===== src/rtl/fpa_pkg.sv =====
// fpa_pkg -- shared definitions for the floating-point adder/multiplier
// result paths.
//   EXP_W, FRAC_W : IEEE-754 single-precision exponent / fraction widths
//   EXP_ONES      : all-ones exponent (Inf / NaN encoding)
//   fp_word_t     : result word split into sign / exponent / fraction
package fpa_pkg;

  localparam int EXP_W  = 8;
  localparam int FRAC_W = 23;
  localparam logic [EXP_W-1:0] EXP_ONES = 8'hFF;

  typedef struct packed {
    logic              sign;
    logic [EXP_W-1:0]  exp;
    logic [FRAC_W-1:0] frac;
  } fp_word_t;

endpackage


===== src/rtl/fpa_result_buffer_if.sv =====
// fpa_result_buffer_if -- groups the adder-side, consumer-side and status
// signals of the result buffer.
//   master : upstream/consumer/software side (drives Issue, Value_Out,
//            Result, Out_Ready, Flag_Clr)
//   slave  : the result buffer (drives Out_Valid, Out_Data, Count,
//            Can_Issue, the sticky flags and Overflow)
interface fpa_result_buffer_if #(
  parameter int WIDTH = 32,
  parameter int DEPTH = 4
);
  localparam int CW = $clog2(DEPTH) + 1;

  logic             Issue;
  logic             Value_Out;
  logic [WIDTH-1:0] Result;
  logic             Out_Valid;
  logic             Out_Ready;
  logic [WIDTH-1:0] Out_Data;
  logic [CW-1:0]    Count;
  logic             Can_Issue;
  logic             Flag_Clr;
  logic             Flag_NaN;
  logic             Flag_Inf;
  logic             Flag_Zero;
  logic             Overflow;

  modport master (
    output Issue, Value_Out, Result, Out_Ready, Flag_Clr,
    input  Out_Valid, Out_Data, Count, Can_Issue,
           Flag_NaN, Flag_Inf, Flag_Zero, Overflow
  );

  modport slave (
    input  Issue, Value_Out, Result, Out_Ready, Flag_Clr,
    output Out_Valid, Out_Data, Count, Can_Issue,
           Flag_NaN, Flag_Inf, Flag_Zero, Overflow
  );

endinterface


===== src/rtl/fpa_result_class.sv =====
// fpa_result_class -- combinational IEEE-754 single classifier.
//   value   : result word
//   is_nan  : exponent all ones, fraction non-zero
//   is_inf  : exponent all ones, fraction zero
//   is_zero : exponent and fraction zero (either sign)
// Denormals raise none of the outputs.
module fpa_result_class
  import fpa_pkg::*;
#(
  parameter int WIDTH = 32
) (
  input  logic [WIDTH-1:0] value,
  output logic             is_nan,
  output logic             is_inf,
  output logic             is_zero
);

  fp_word_t w;
  logic     exp_ones;
  logic     exp_zero;
  logic     frac_zero;
  logic     unused_sign;

  assign w           = fp_word_t'(value[$bits(fp_word_t)-1:0]);
  assign unused_sign = w.sign;  // class does not depend on sign

  assign exp_ones  = (w.exp == EXP_ONES);
  assign exp_zero  = (w.exp == '0);
  assign frac_zero = (w.frac == '0);

  assign is_nan  = exp_ones & ~frac_zero;
  assign is_inf  = exp_ones &  frac_zero;
  assign is_zero = exp_zero &  frac_zero;

endmodule


===== src/rtl/fpa_result_buffer.sv =====
// fpa_result_buffer -- collector behind the pipelined FP adder.
//   Clk   : clock, rising edge
//   Clear : asynchronous active-low reset
//   bus   : slave side of fpa_result_buffer_if
//           Issue/Value_Out/Result from the adder, Out_* handshake to the
//           consumer, Count occupancy, Can_Issue credit, sticky
//           NaN/Inf/Zero flags and Overflow, cleared by Flag_Clr.
// The adder cannot be stalled, so Can_Issue counts FIFO words plus
// operations in flight; upstream launching only while it is high can never
// overrun the FIFO regardless of adder latency.
module fpa_result_buffer
  import fpa_pkg::*;
#(
  parameter int DEPTH = 4,
  parameter int WIDTH = 32
) (
  input logic               Clk,
  input logic               Clear,
  fpa_result_buffer_if.slave bus
);

  localparam int PW = $clog2(DEPTH);
  localparam int CW = PW + 1;
  localparam logic [CW-1:0] DEPTH_C = CW'(DEPTH);

  logic [WIDTH-1:0] mem_q [DEPTH];
  logic [PW-1:0]    wr_ptr_q, wr_ptr_d;
  logic [PW-1:0]    rd_ptr_q, rd_ptr_d;
  logic [CW-1:0]    count_q, count_d;
  logic [CW-1:0]    inflight_q, inflight_d;
  logic             flag_nan_q, flag_nan_d;
  logic             flag_inf_q, flag_inf_d;
  logic             flag_zero_q, flag_zero_d;
  logic             overflow_q, overflow_d;

  logic             push, pop, full;
  logic             is_nan, is_inf, is_zero;
  logic [CW:0]      credit_used;

  fpa_result_class #(.WIDTH(WIDTH)) u_class (
    .value   (bus.Result),
    .is_nan  (is_nan),
    .is_inf  (is_inf),
    .is_zero (is_zero)
  );

  // NOTE: every variable assigned in always_comb gets a default first so no
  // path through the block leaves it unassigned and infers a latch.
  always_comb begin
    pop  = (count_q != '0) & bus.Out_Ready;
    full = (count_q == DEPTH_C);
    // A full FIFO still accepts a word when the head leaves the same cycle.
    push = bus.Value_Out & (~full | pop);

    wr_ptr_d = push ? wr_ptr_q + PW'(1) : wr_ptr_q;
    rd_ptr_d = pop  ? rd_ptr_q + PW'(1) : rd_ptr_q;

    count_d = count_q;
    case ({push, pop})
      2'b10:   count_d = count_q + CW'(1);
      2'b01:   count_d = count_q - CW'(1);
      default: count_d = count_q;
    endcase

    // Saturate at both ends: late results after a reset must not wrap the
    // counter below zero, and a protocol-violating Issue must not wrap it up.
    inflight_d = inflight_q;
    case ({bus.Issue, bus.Value_Out})
      2'b10:   if (inflight_q != DEPTH_C) inflight_d = inflight_q + CW'(1);
      2'b01:   if (inflight_q != '0)      inflight_d = inflight_q - CW'(1);
      default: inflight_d = inflight_q;
    endcase

    // Set has priority over Flag_Clr.
    flag_nan_d  = (flag_nan_q  & ~bus.Flag_Clr) | (bus.Value_Out & is_nan);
    flag_inf_d  = (flag_inf_q  & ~bus.Flag_Clr) | (bus.Value_Out & is_inf);
    flag_zero_d = (flag_zero_q & ~bus.Flag_Clr) | (bus.Value_Out & is_zero);
    overflow_d  = (overflow_q  & ~bus.Flag_Clr) | (bus.Value_Out & ~push);
  end

  // NOTE: sequential state uses non-blocking assignments so every flop
  // samples the pre-edge value of the others, independent of statement order.
  always_ff @(posedge Clk or negedge Clear) begin
    if (!Clear) begin
      wr_ptr_q    <= '0;
      rd_ptr_q    <= '0;
      count_q     <= '0;
      inflight_q  <= '0;
      flag_nan_q  <= 1'b0;
      flag_inf_q  <= 1'b0;
      flag_zero_q <= 1'b0;
      overflow_q  <= 1'b0;
    end else begin
      wr_ptr_q    <= wr_ptr_d;
      rd_ptr_q    <= rd_ptr_d;
      count_q     <= count_d;
      inflight_q  <= inflight_d;
      flag_nan_q  <= flag_nan_d;
      flag_inf_q  <= flag_inf_d;
      flag_zero_q <= flag_zero_d;
      overflow_q  <= overflow_d;
    end
  end

  // NOTE: storage is deliberately not reset; Count gates Out_Valid, so stale
  // words are never presented, and leaving it out keeps it a plain RAM.
  always_ff @(posedge Clk) begin
    if (push) mem_q[wr_ptr_q] <= bus.Result;
  end

  // One extra bit so Count + Inflight (up to 2*DEPTH) cannot wrap.
  assign credit_used = {1'b0, count_q} + {1'b0, inflight_q};

  assign bus.Out_Data  = mem_q[rd_ptr_q];
  assign bus.Out_Valid = (count_q != '0);
  assign bus.Count     = count_q;
  assign bus.Can_Issue = (credit_used < {1'b0, DEPTH_C});
  assign bus.Flag_NaN  = flag_nan_q;
  assign bus.Flag_Inf  = flag_inf_q;
  assign bus.Flag_Zero = flag_zero_q;
  assign bus.Overflow  = overflow_q;

endmodule


===== src/flat_wrapper.sv =====
// flat-port wrapper written by rule: the top's interface ports become plain ports
module fpa_result_buffer_flat import fpa_pkg::*;
#(
  parameter int DEPTH = 4,
  parameter int WIDTH = 32
)
  (Clk, Clear, bus_Issue, bus_Value_Out, bus_Result, bus_Out_Ready, bus_Flag_Clr, bus_Out_Valid, bus_Out_Data, bus_Count, bus_Can_Issue, bus_Flag_NaN, bus_Flag_Inf, bus_Flag_Zero, bus_Overflow);
  fpa_result_buffer_if #(.WIDTH(WIDTH), .DEPTH(DEPTH)) bus_i ();
  input logic Clk;
  input logic Clear;
  input wire logic [$bits(bus_i.Issue)-1:0] bus_Issue;
  input wire logic [$bits(bus_i.Value_Out)-1:0] bus_Value_Out;
  input wire logic [$bits(bus_i.Result)-1:0] bus_Result;
  input wire logic [$bits(bus_i.Out_Ready)-1:0] bus_Out_Ready;
  input wire logic [$bits(bus_i.Flag_Clr)-1:0] bus_Flag_Clr;
  output wire logic [$bits(bus_i.Out_Valid)-1:0] bus_Out_Valid;
  output wire logic [$bits(bus_i.Out_Data)-1:0] bus_Out_Data;
  output wire logic [$bits(bus_i.Count)-1:0] bus_Count;
  output wire logic [$bits(bus_i.Can_Issue)-1:0] bus_Can_Issue;
  output wire logic [$bits(bus_i.Flag_NaN)-1:0] bus_Flag_NaN;
  output wire logic [$bits(bus_i.Flag_Inf)-1:0] bus_Flag_Inf;
  output wire logic [$bits(bus_i.Flag_Zero)-1:0] bus_Flag_Zero;
  output wire logic [$bits(bus_i.Overflow)-1:0] bus_Overflow;
  assign bus_i.Issue = bus_Issue;
  assign bus_i.Value_Out = bus_Value_Out;
  assign bus_i.Result = bus_Result;
  assign bus_i.Out_Ready = bus_Out_Ready;
  assign bus_i.Flag_Clr = bus_Flag_Clr;
  assign bus_Out_Valid = bus_i.Out_Valid;
  assign bus_Out_Data = bus_i.Out_Data;
  assign bus_Count = bus_i.Count;
  assign bus_Can_Issue = bus_i.Can_Issue;
  assign bus_Flag_NaN = bus_i.Flag_NaN;
  assign bus_Flag_Inf = bus_i.Flag_Inf;
  assign bus_Flag_Zero = bus_i.Flag_Zero;
  assign bus_Overflow = bus_i.Overflow;
  fpa_result_buffer #(.DEPTH(DEPTH), .WIDTH(WIDTH)) u_core (.Clk(Clk), .Clear(Clear), .bus(bus_i));
endmodule

===== config.mk =====
export PLATFORM = sky130hd
export DESIGN_NAME = fpa_result_buffer_flat
export DESIGN_NICKNAME = d
export VERILOG_FILES = /design/src/rtl/fpa_pkg.sv /design/src/rtl/fpa_result_buffer_if.sv /design/src/rtl/fpa_result_class.sv /design/src/rtl/fpa_result_buffer.sv /design/src/flat_wrapper.sv
export SDC_FILE = /design/constraint.sdc
export NUM_CORES = 1
export LEC_CHECK = 0
export CAP_MARGIN = 10
export CORE_UTILIZATION = 58
export DETAILED_ROUTE_END_ITERATION = 7
export PLACE_DENSITY = 0.85
export SYNTH_ARGS = -nofsm -noshare
export SYNTH_HDL_FRONTEND = slang
export SYNTH_SLANG_ARGS = --single-unit

===== constraint.sdc =====
create_clock -name Clk -period 3.4 [get_ports Clk]
set_input_delay 1.02 -clock Clk [delete_from_list [all_inputs] [get_ports Clk]]
set_output_delay 1.02 -clock Clk [all_outputs]
set_load 0.005 [all_outputs]

==> reports/results.tsv, run 1 <==
metric	value	unit
Rel. slew slack	53.8	%
mapped cell area	0.00558	mm²
PD cells	886	mW/mm²
core area	0.00928	mm²
Post-Synth XOR/XNOR Area	1.10	%
Worst Hold Depth	1	
RePlAce Congestion	0.865	
largest family of logic cells by synthesized area	multiplexers	
compound-cell area share of the yosys netlist	1.95	%
Max Freq	302	MHz
RR Startpoint	u_core.bus.Count[2]$_DFFE_PN0P_	
Routed Antenna Nets	0	
worst ir drop on vdd	0.436	mV
clock buffer count from CTS	17	
synth warn	0	
Initial Utilization	60.1	%
synth unique cells	39	
post-DP HPWL	6930	µm
setup TNS	0	ns
Die Area	0.0100	mm²
Fin. Hold Viols	0	
Area growth syn-to-layout	29.9	%
# rows	35	
crit path max fanout	17	
initial antenna violation count	0	
commonest non-fill, non-tap cell in the layout	edfxtp_1	
Setup crit start	u_core.rd_ptr_q[0]$_DFFE_PN0P_	
die height	100	µm
Hold Crit Class	reg2reg	
CTS tree	built	
overall power	0.00641	W
smallest hold slack	0.508	ns
Clk pin slew, worst setup/hold paths	0.06	ns
required time of the critical path	2.38	ns
Vias	2953	
Setup crit start kind	flip-flop	
unrepaired setup endpoints after global routing	false	
Via density	5.81	
Clock Tree Buf Depth	2	
overall global routing resource usage	25.0	%
EDFF count, synth	128	
DIE WIDTH	100	µm
status	finished, final reports clean	
reg2reg path depth	6	
fin crit share	97.3	%
mux share of post-synthesis cell area	13.6	%
drt drc	0	
Root Buffer	clkbuf_8	
sequential-to-total area share from yosys stat	75.2	%
Layout Nets	414	
critical path arrival	2.29	ns
number of global-route vias before repair	3180	
CTS HTree Levels	4	
Final Non-Filler Cells	508	
remaining global-route overflow	0	
average wire per standard cell	22.3	µm
max-cap viol count	0	
min cycle time layout	3.31	ns
Ports	79	
Mean Syn Cell Area	20.9	µm²
Async S/R FF share, synth	9.86	%
first-pass GRT wire length	17600	µm
Max Slew Vio Count	0	
drt first pass iters	4	
Worst setup EP type	primary output	
Leak Pwr	2.49	nW
Core Util, Final	78.0	%
port bufs	78	
min-delay src	u_core.bus.Flag_NaN$_DFF_PN0_	
number of diodes	0	
total nets after synthesis	315	
commonest cells after routing, fill and taps aside	edfxtp_1, clkdlybuf4s50_1, mux4_2	
# hold bufs at CTS	0	
Clock Sinks	142	
Setup CP Type	reg2out	
Primary FF master, synth	edfxtp_1	
WL final	11300	µm
pin count of the biggest net entering global routing	29	
initial DRC count	149	
Placed Instances	476	
Post-Synth Simple-Gate Area	3.90	%
setup violators final	0	
post-synthesis cell count	267	
Post-Synth Adder-Cell Area	2.51	%
clk_skew	0.0167	ns
post-synthesis register bit count	142	
Worst-Skew Late Latency	0.53	ns
share of cells above drive strength 1	20.8	%
Slew @ Worst Pin	0.691	ns
-- what timing repair did --
| item | CTS | global route |
|---|---|---|
| setup endpoints to repair | 1 | 4 |
| gates resized for setup | 1 | 1 |
| setup buffers | 0 | 0 |
-- layer usage --
metal | wire, µm | up-vias | track usage, %
met5 | 0 | - | 0
met4 | 74 | 0 | 8.25
met3 | 748 | 9 | 7.38
met2 | 6080 | 148 | 42.7
met1 | 4420 | 1511 | 31.0
li1 | - | 1285 | -
-- through the flow --
step / instance area, µm² / worst slack, ns
5_1_grt: 7240 / 0.0264
6_report: 7240 / 0.0911
4_1_cts: 7240 / 0.0148
3_5_place_dp: 6600 / 0.423
2_1_floorplan: 5580 / 0.682
3_3_place_gp: 6600 / 0.515
-- final timing paths --
| check | to | slack [ns] |
|---|---|---|
| worst max-delay path | bus_Out_Data[25] | 0.09 |
| worst min-delay path | u_core.bus.Flag_NaN$_DFF_PN0_ | 0.51 |
| worst max register to register | u_core.bus.Count[1]$_DFFE_PN0P_ | 1.35 |
| worst min register to register | u_core.bus.Flag_NaN$_DFF_PN0_ | 0.51 |
| max in group asynchronous | u_core.rd_ptr_q[0]$_DFFE_PN0P_ | 2.01 |
| min in group asynchronous | u_core.bus.Flag_Inf$_DFF_PN0_ | 0.91 |
-- flip-flops by register name, indices dropped and copies added (netlist names) --
name                  count
u_core.bus.Count          3
u_core.rd_ptr_q           2
u_core.bus.Flag_Zero      1
u_core.mem_q            128
u_core.bus.Flag_NaN       1
u_core.inflight_q         3
u_core.bus.Overflow       1
u_core.wr_ptr_q           2
u_core.bus.Flag_Inf       1
-- synth_stat cells (2+ instances only) --
| master | number | area share, % |
|---|---|---|
| edfxtp_1 | 128 | 69 |
| nand2_1 | 5 | 0.34 |
| and2_1 | 5 | 0.56 |
| nand3_1 | 3 | 0.27 |
| xor2_1 | 4 | 0.63 |
| mux4_2 | 32 | 13 |
| or3_1 | 2 | 0.22 |
| nor4_1 | 7 | 0.79 |
| ha_1 | 8 | 1.8 |
| xnor2_1 | 3 | 0.47 |
| buf_2 | 5 | 0.45 |
| clkbuf_1 | 2 | 0.13 |
| o21ai_0 | 4 | 0.36 |
| buf_4 | 3 | 0.40 |
| nor2_1 | 5 | 0.34 |
| inv_1 | 11 | 0.74 |
| fa_1 | 2 | 0.72 |
| a22o_1 | 2 | 0.31 |
| dfrtp_1 | 14 | 6.3 |
| nand4_1 | 3 | 0.34 |
-- worst max-delay path, stage by stage (launching register included) --
cell and delay, ns:
dfrtp_2 0.40, buf_6 0.27, mux4_2 0.57, clkdlybuf4s50_1 0.51
-- logic make-up (layout without fill, tap and decap cells) --
logic type	count (synthesis)	after routing
AOI/OAI and AO/OA	15	15
xor gates and xnor gates	7	7
adders and majority gates	10	10
buffers and inverters	21	133
DFF	142	142
muxes	35	35
and+or+nand+nor	37	37
-- cell type report --
class | instances | area (µm²)
Clock buffer | 21 | 439
Clock inverter | 11 | 193
Fill cell | 498 | 2040
Inverter | 11 | 41.3
Multi-Input combinational cell | 104 | 1280
Sequential cell | 142 | 4200
Tap cell | 129 | 161
Timing Repair Buffer | 90 | 928
-- report_power, final --
part / switching, W / leakage (nW) / internal [W] / total, W
clock: 0.000680 / 0.302 / 0.00128 / 0.00196
combinational: 0.000832 / 0.840 / 0.00116 / 0.00199
sequential: 0.000158 / 1.35 / 0.00230 / 0.00246
Power figures use the tool's default switching activity.
==> inputs of run 2 (changes only) <==
--- a/config.mk
+++ b/config.mk
@@ -6,9 +6,10 @@
 export NUM_CORES = 1
 export LEC_CHECK = 0
 export CAP_MARGIN = 10
-export CORE_UTILIZATION = 58
+export CORE_UTILIZATION = 61
+export CTS_BUF_LIST = sky130_fd_sc_hd__clkbuf_2
 export DETAILED_ROUTE_END_ITERATION = 7
-export PLACE_DENSITY = 0.85
+export PLACE_DENSITY = 0.89
 export SYNTH_ARGS = -nofsm -noshare
 export SYNTH_HDL_FRONTEND = slang
 export SYNTH_SLANG_ARGS = --single-unit
==> reports/results.tsv, run 2 (same netlist as run 1, synthesis figures left out) <==
metric	value	unit	change
status	finished, violations left		was finished, final reports clean
failing checks	DRC		
Die Area	0.00953	mm²	was 0.0100 mm²
Multi-input gate area	0.00130	mm²	was 0.00128 mm²
Worst Hold Depth	1		unchanged
overall power	0.00566	W	was 0.00641 W
filler instances	442		was 498
initial antenna violation count	0		unchanged
share of cells above drive strength 1	24.5	%	was 20.8%
PD cells	809	mW/mm²	was 886 mW/mm²
Root Buffer	clkbuf_2		was clkbuf_8
Ports	79		unchanged
clock buffer count from CTS	17		unchanged
number of diodes	0		unchanged
reg2reg path depth	7		was 6
DIE WIDTH	97.6	µm	was 100 µm
FF-to-FF End	u_core.bus.Count[1]$_DFFE_PN0P_		unchanged
Slew @ Worst Pin	0.685	ns	was 0.691 ns
DP Worst Slack	0.317	ns	was 0.423 ns
Hold Crit Class	reg2reg		unchanged
min-delay src	u_core.bus.Overflow$_DFF_PN0_		was u_core.bus.Flag_NaN$_DFF_PN0_
Worst-Skew Late Latency	0.67	ns	was 0.53 ns
commonest cells after routing, fill and taps aside	edfxtp_1, clkdlybuf4s50_1, mux4_2		unchanged
port bufs	78		unchanged
RR Startpoint	u_core.bus.Count[1]$_DFFE_PN0P_		was u_core.bus.Count[2]$_DFFE_PN0P_
register with the most flip-flops	u_core.mem_q		unchanged
Initial Utilization	63.3	%	was 60.1%
max-cap viol count	0		unchanged
Fin. Hold Viols	0		unchanged
Worst Hold End	u_core.bus.Overflow$_DFF_PN0_		was u_core.bus.Flag_NaN$_DFF_PN0_
Vias	2964		was 2953
Setup CP Type	reg2out		unchanged
required time of the critical path	2.38	ns	about the same
max reg flops	128		unchanged
pin count of the biggest net entering global routing	33		was 29
crit path max fanout	14		was 17
reg2reg setup slack	1.20	ns	was 1.35 ns
cell area after layout	0.00700	mm²	was 0.00724 mm²
remaining global-route overflow	0		unchanged
Routed Antenna Nets	0		unchanged
WL final	11300	µm	about the same
post-DP HPWL	6740	µm	was 6930 µm
Clock Sinks	142		unchanged
Placed Instances	450		was 476
Layout Nets	419		was 414
setup violators final	0		unchanged
overall global routing resource usage	25.6	%	was 25.0%
clk_skew	0.0391	ns	was 0.0167 ns
first-pass GRT wire length	17100	µm	was 17600 µm
unrepaired setup endpoints after global routing	true		was false
Rel. slew slack	54.2	%	was 53.8%
# rows	34		was 35
Via density	6.02		was 5.81
Setup WS post-layout	0.112	ns	was 0.0911 ns
Worst setup EP type	primary output		unchanged
register area	0.00420	mm²	about the same
critical path arrival	2.27	ns	was 2.29 ns
CTS tree	built		unchanged
Max Freq	304	MHz	was 302 MHz
average wire per standard cell	22.9	µm	was 22.3 µm
die height	97.6	µm	was 100 µm
Area growth syn-to-layout	25.5	%	was 29.9%
drt drc	14		was 0
Max Slew Vio Count	0		unchanged
number of global-route vias before repair	3091		was 3180
# hold bufs at CTS	0		unchanged
RePlAce Congestion	0.763		was 0.865
Clk pin slew, worst setup/hold paths	0.22	ns	was 0.06 ns
commonest non-fill, non-tap cell in the layout	edfxtp_1		unchanged
Final Non-Filler Cells	492		was 508
CTS HTree Levels	4		unchanged
drt first pass iters	6		was 4
Leak Pwr	2.53	nW	was 2.49 nW
Setup crit start kind	flip-flop		unchanged
Placement Cell Area	0.00658	mm²	was 0.00660 mm²
initial DRC count	163		was 149
min cycle time layout	3.29	ns	was 3.31 ns
Clock Tree Buf Depth	2		unchanged
worst ir drop on vdd	0.487	mV	was 0.436 mV
fin crit share	96.7	%	was 97.3%
core area	0.00881	mm²	was 0.00928 mm²
## run 2: repair_timing
| item | 4_1_cts | 5_1_grt |
|---|---|---|
| setup endpoints to repair | 32 | 10 |
| gates cloned | 0 | 0 |
| resized for setup | 26 | 23 |
| buffers inserted | 3 | 7 |
## run 2: worst max-delay path by stage
stage	from	end	slack [ns]	cells past startpoint
finish	u_core.rd_ptr_q[0]$_DFFE_PN0P_	bus_Out_Data[13]	0.11	4
global route	u_core.rd_ptr_q[0]$_DFFE_PN0P_	bus_Out_Data[26]	-0.01	4
CTS	u_core.rd_ptr_q[0]$_DFFE_PN0P_	bus_Out_Data[23]	-0.03	3
detailed placement	bus_Value_Out	u_core.bus.Count[1]$_DFFE_PN0P_	0.32	7
global placement	bus_Value_Out	u_core.mem_q[2][19]$_DFFE_PP_	0.42	5
floorplan	bus_Value_Out	u_core.mem_q[0][0]$_DFFE_PP_	0.68	4
## run 2: where the power goes
part,switching [W],internal (W)
Sequential,0.000191,0.00230
Combinational,0.000823,0.00113
Clock,0.000584,0.000636
## run 2: final cells by class
cell class / count / area share (%)
clock inverter: 12 / 3.13
tap: 108 / 1.93
clock buffer: 20 / 1.43
multi-input combinational: 104 / 18.5
inverter: 11 / 0.590
timing repair buffer: 95 / 14.4
sequential: 142 / 60.0
## run 2: worst max-delay path: stages (launching register included)
cell and delay (ns):
dfrtp_4 0.51, buf_4 0.13, buf_12 0.16, mux4_2 0.51, dlygate4sd2_1 0.28
## run 2: layer usage
layer  GRT usage, %  routed length (µm)  vias up
li1               -                   -     1299
met1           32.6                4460     1517
met2           42.8                5990      136
met3           6.98                 664       12
met4           9.44                 156        0
met5              0                   0        -
## run 2: metrics by stage
step | hold WS (ns) | setup TNS [ns] | utilization, %
final | 0.550 | 0 | 79.5
after global routing | 0.569 | -0.0161 | 79.5
after CTS | 0.541 | -0.0341 | 78.4
after detailed placement | 0.491 | 0 | 74.8
after global placement | 0.486 | 0 | 74.8
after floorplan | 0.471 | 0 | -
==> inputs of run 3 (changes only) <==
--- a/config.mk
+++ b/config.mk
@@ -6,6 +6,7 @@
 export NUM_CORES = 1
 export LEC_CHECK = 0
 export CAP_MARGIN = 10
+export CORE_MARGIN = 5
 export CORE_UTILIZATION = 61
 export CTS_BUF_LIST = sky130_fd_sc_hd__clkbuf_2
 export DETAILED_ROUTE_END_ITERATION = 7
==> reports/results.tsv, run 3 (same netlist as run 1, synthesis figures left out) <==
metric	value	unit	change
status	finished, final reports clean		was finished, violations left
crit path cell chain	buf_12 -> mux4_2 -> clkdlybuf4s50_1		was buf_4 -> buf_12 -> mux4_2 -> dlygate4sd2_1
setup violators final	0		unchanged
# hold bufs at CTS	0		unchanged
CTS HTree Levels	4		unchanged
CTS tree	built		unchanged
Ports	79		unchanged
Slew @ Worst Pin	0.654	ns	was 0.685 ns
# rows	34		unchanged
first-pass GRT wire length	17000	µm	was 17100 µm
Layout Nets	413		was 419
core area	0.00881	mm²	unchanged
Max Used Layer	met4		unchanged
min cycle time layout	3.26	ns	was 3.29 ns
critical path arrival	2.24	ns	was 2.27 ns
register with the most flip-flops	u_core.mem_q		unchanged
remaining global-route overflow	0		unchanged
max reg flops	128		unchanged
Leak Pwr	2.50	nW	was 2.53 nW
Clock Sinks	142		unchanged
number of diodes	0		unchanged
required time of the critical path	2.38	ns	about the same
worst ir drop on vdd	0.602	mV	was 0.487 mV
average wire per standard cell	22.5	µm	was 22.9 µm
Crit path largest cell delay	0.50	ns	was 0.51 ns
Initial Utilization	63.3	%	unchanged
Clk pin slew, worst setup/hold paths	0.20	ns	was 0.22 ns
Fin. Hold Viols	0		unchanged
Routed Antenna Nets	0		unchanged
Max Slew Vio Count	0		unchanged
clock buffer count from CTS	17		unchanged
Met3 Wirelength	667	µm	was 664 µm
Placed Instances	454		was 450
max-cap viol count	0		unchanged
drt drc	0		was 14
pin count of the biggest net entering global routing	29		was 33
slowest CP cell	mux4_2		was dfrtp_4
overall global routing resource usage	20.3	%	was 25.6%
PD cells	774	mW/mm²	was 809 mW/mm²
Clock Tree Buf Depth	2		unchanged
Hold Crit Class	reg2reg		unchanged
Via density	6.01		was 6.02
Final Non-Filler Cells	486		was 492
Root Buffer	clkbuf_2		unchanged
wl on met1	4440	µm	was 4460 µm
Core Util, Final	78.2	%	was 79.5%
Worst setup EP type	primary output		unchanged
WL final	10900	µm	was 11300 µm
fin crit share	95.8	%	was 96.7%
Vias	2920		was 2964
met2 WL	5690	µm	was 5990 µm
DIE WIDTH	106	µm	was 97.6 µm
share of cells above drive strength 1	21.7	%	was 24.5%
clk_skew	0.0252	ns	was 0.0391 ns
drt first pass iters	5		was 6
initial DRC count	150		was 163
Area growth syn-to-layout	23.5	%	was 25.5%
die height	106	µm	was 97.6 µm
post-DP HPWL	7270	µm	was 6740 µm
Worst-Skew Late Latency	0.64	ns	was 0.67 ns
number of global-route vias before repair	3108		was 3091
port bufs	78		unchanged
Rel. slew slack	56.2	%	was 54.2%
commonest non-fill, non-tap cell in the layout	edfxtp_1		unchanged
Die Area	0.0112	mm²	was 0.00953 mm²
crit path max fanout	10		was 14
commonest cells after routing, fill and taps aside	edfxtp_1, clkdlybuf4s50_1, mux4_2		unchanged
Setup crit start kind	flip-flop		unchanged
Setup CP Type	reg2out		unchanged
Max Freq	307	MHz	was 304 MHz
initial antenna violation count	0		unchanged
RePlAce Congestion	0.844		was 0.763
## run 3: layout make-up
class,count,area (µm²)
flip-flops and latches,142,4200
fillers,465,1920
multi-input cells,104,1290
repair buffers,89,986
clock inverters,14,144
well taps,108,135
clock buffers,18,90.1
inverters,11,41.3
## run 3: per-stage QoR
stage | total power [W] | setup TNS [ns] | hold slack, ns | worst slack (ns) | cell area (µm²)
floorplan | 0.00348 | 0 | 0.471 | 0.682 | 5580
global placement | 0.00443 | 0 | 0.486 | 0.480 | 6600
detailed placement | 0.00453 | 0 | 0.481 | 0.299 | 6600
CTS | 0.00540 | -0.0152 | 0.523 | -0.0152 | 6830
global route | 0.00560 | -0.00537 | 0.550 | -0.00323 | 6890
finish | 0.00533 | 0 | 0.523 | 0.142 | 6890
## run 3: layer usage
layer	vias to the layer above	global-route usage [%]
li1	1284	-
met1	1516	27.1
met2	106	33.5
met3	14	5.50
met4	0	5.46
met5	-	0
## run 3: worst max-delay path: cells and delay by family, from the launching register on
family	cells	cell delay (ns)
buf+inv	2	0.64
mux	1	0.50
flops	1	0.47
## run 3: path summary, 6_finish.rpt
path | start | endpoint | slack (ns) | cells after the start
setup / recovery | u_core.rd_ptr_q[0]$_DFFE_PN0P_ | bus_Out_Data[24] | 0.14 | 3
hold / removal | u_core.inflight_q[2]$_DFFE_PN0P_ | u_core.inflight_q[2]$_DFFE_PN0P_ | 0.52 | 1
setup reg to reg | u_core.bus.Count[2]$_DFFE_PN0P_ | u_core.bus.Count[1]$_DFFE_PN0P_ | 1.27 | 6
hold reg to reg | u_core.inflight_q[2]$_DFFE_PN0P_ | u_core.inflight_q[2]$_DFFE_PN0P_ | 0.52 | 1
max in group asynchronous | Clear | u_core.bus.Count[1]$_DFFE_PN0P_ | 2.19 | 1
min in group asynchronous | Clear | u_core.rd_ptr_q[0]$_DFFE_PN0P_ | 0.76 | 1
## run 3: repair_timing
action | CTS | global route
buffers inserted | 0 | 0
resized for setup | 10 | 22
hold endpoints to repair | 0 | 0
cloned | 0 | 0
setup endpoints to repair | 9 | 25
## run 3: power breakdown
group / switching [W] / leakage [nW] / internal, W
registers: 0.000165 / 1.35 / 0.00230
logic: 0.000830 / 1.02 / 0.00111
clock network: 0.000587 / 0.135 / 0.000337
total: 0.00158 / 2.50 / 0.00375
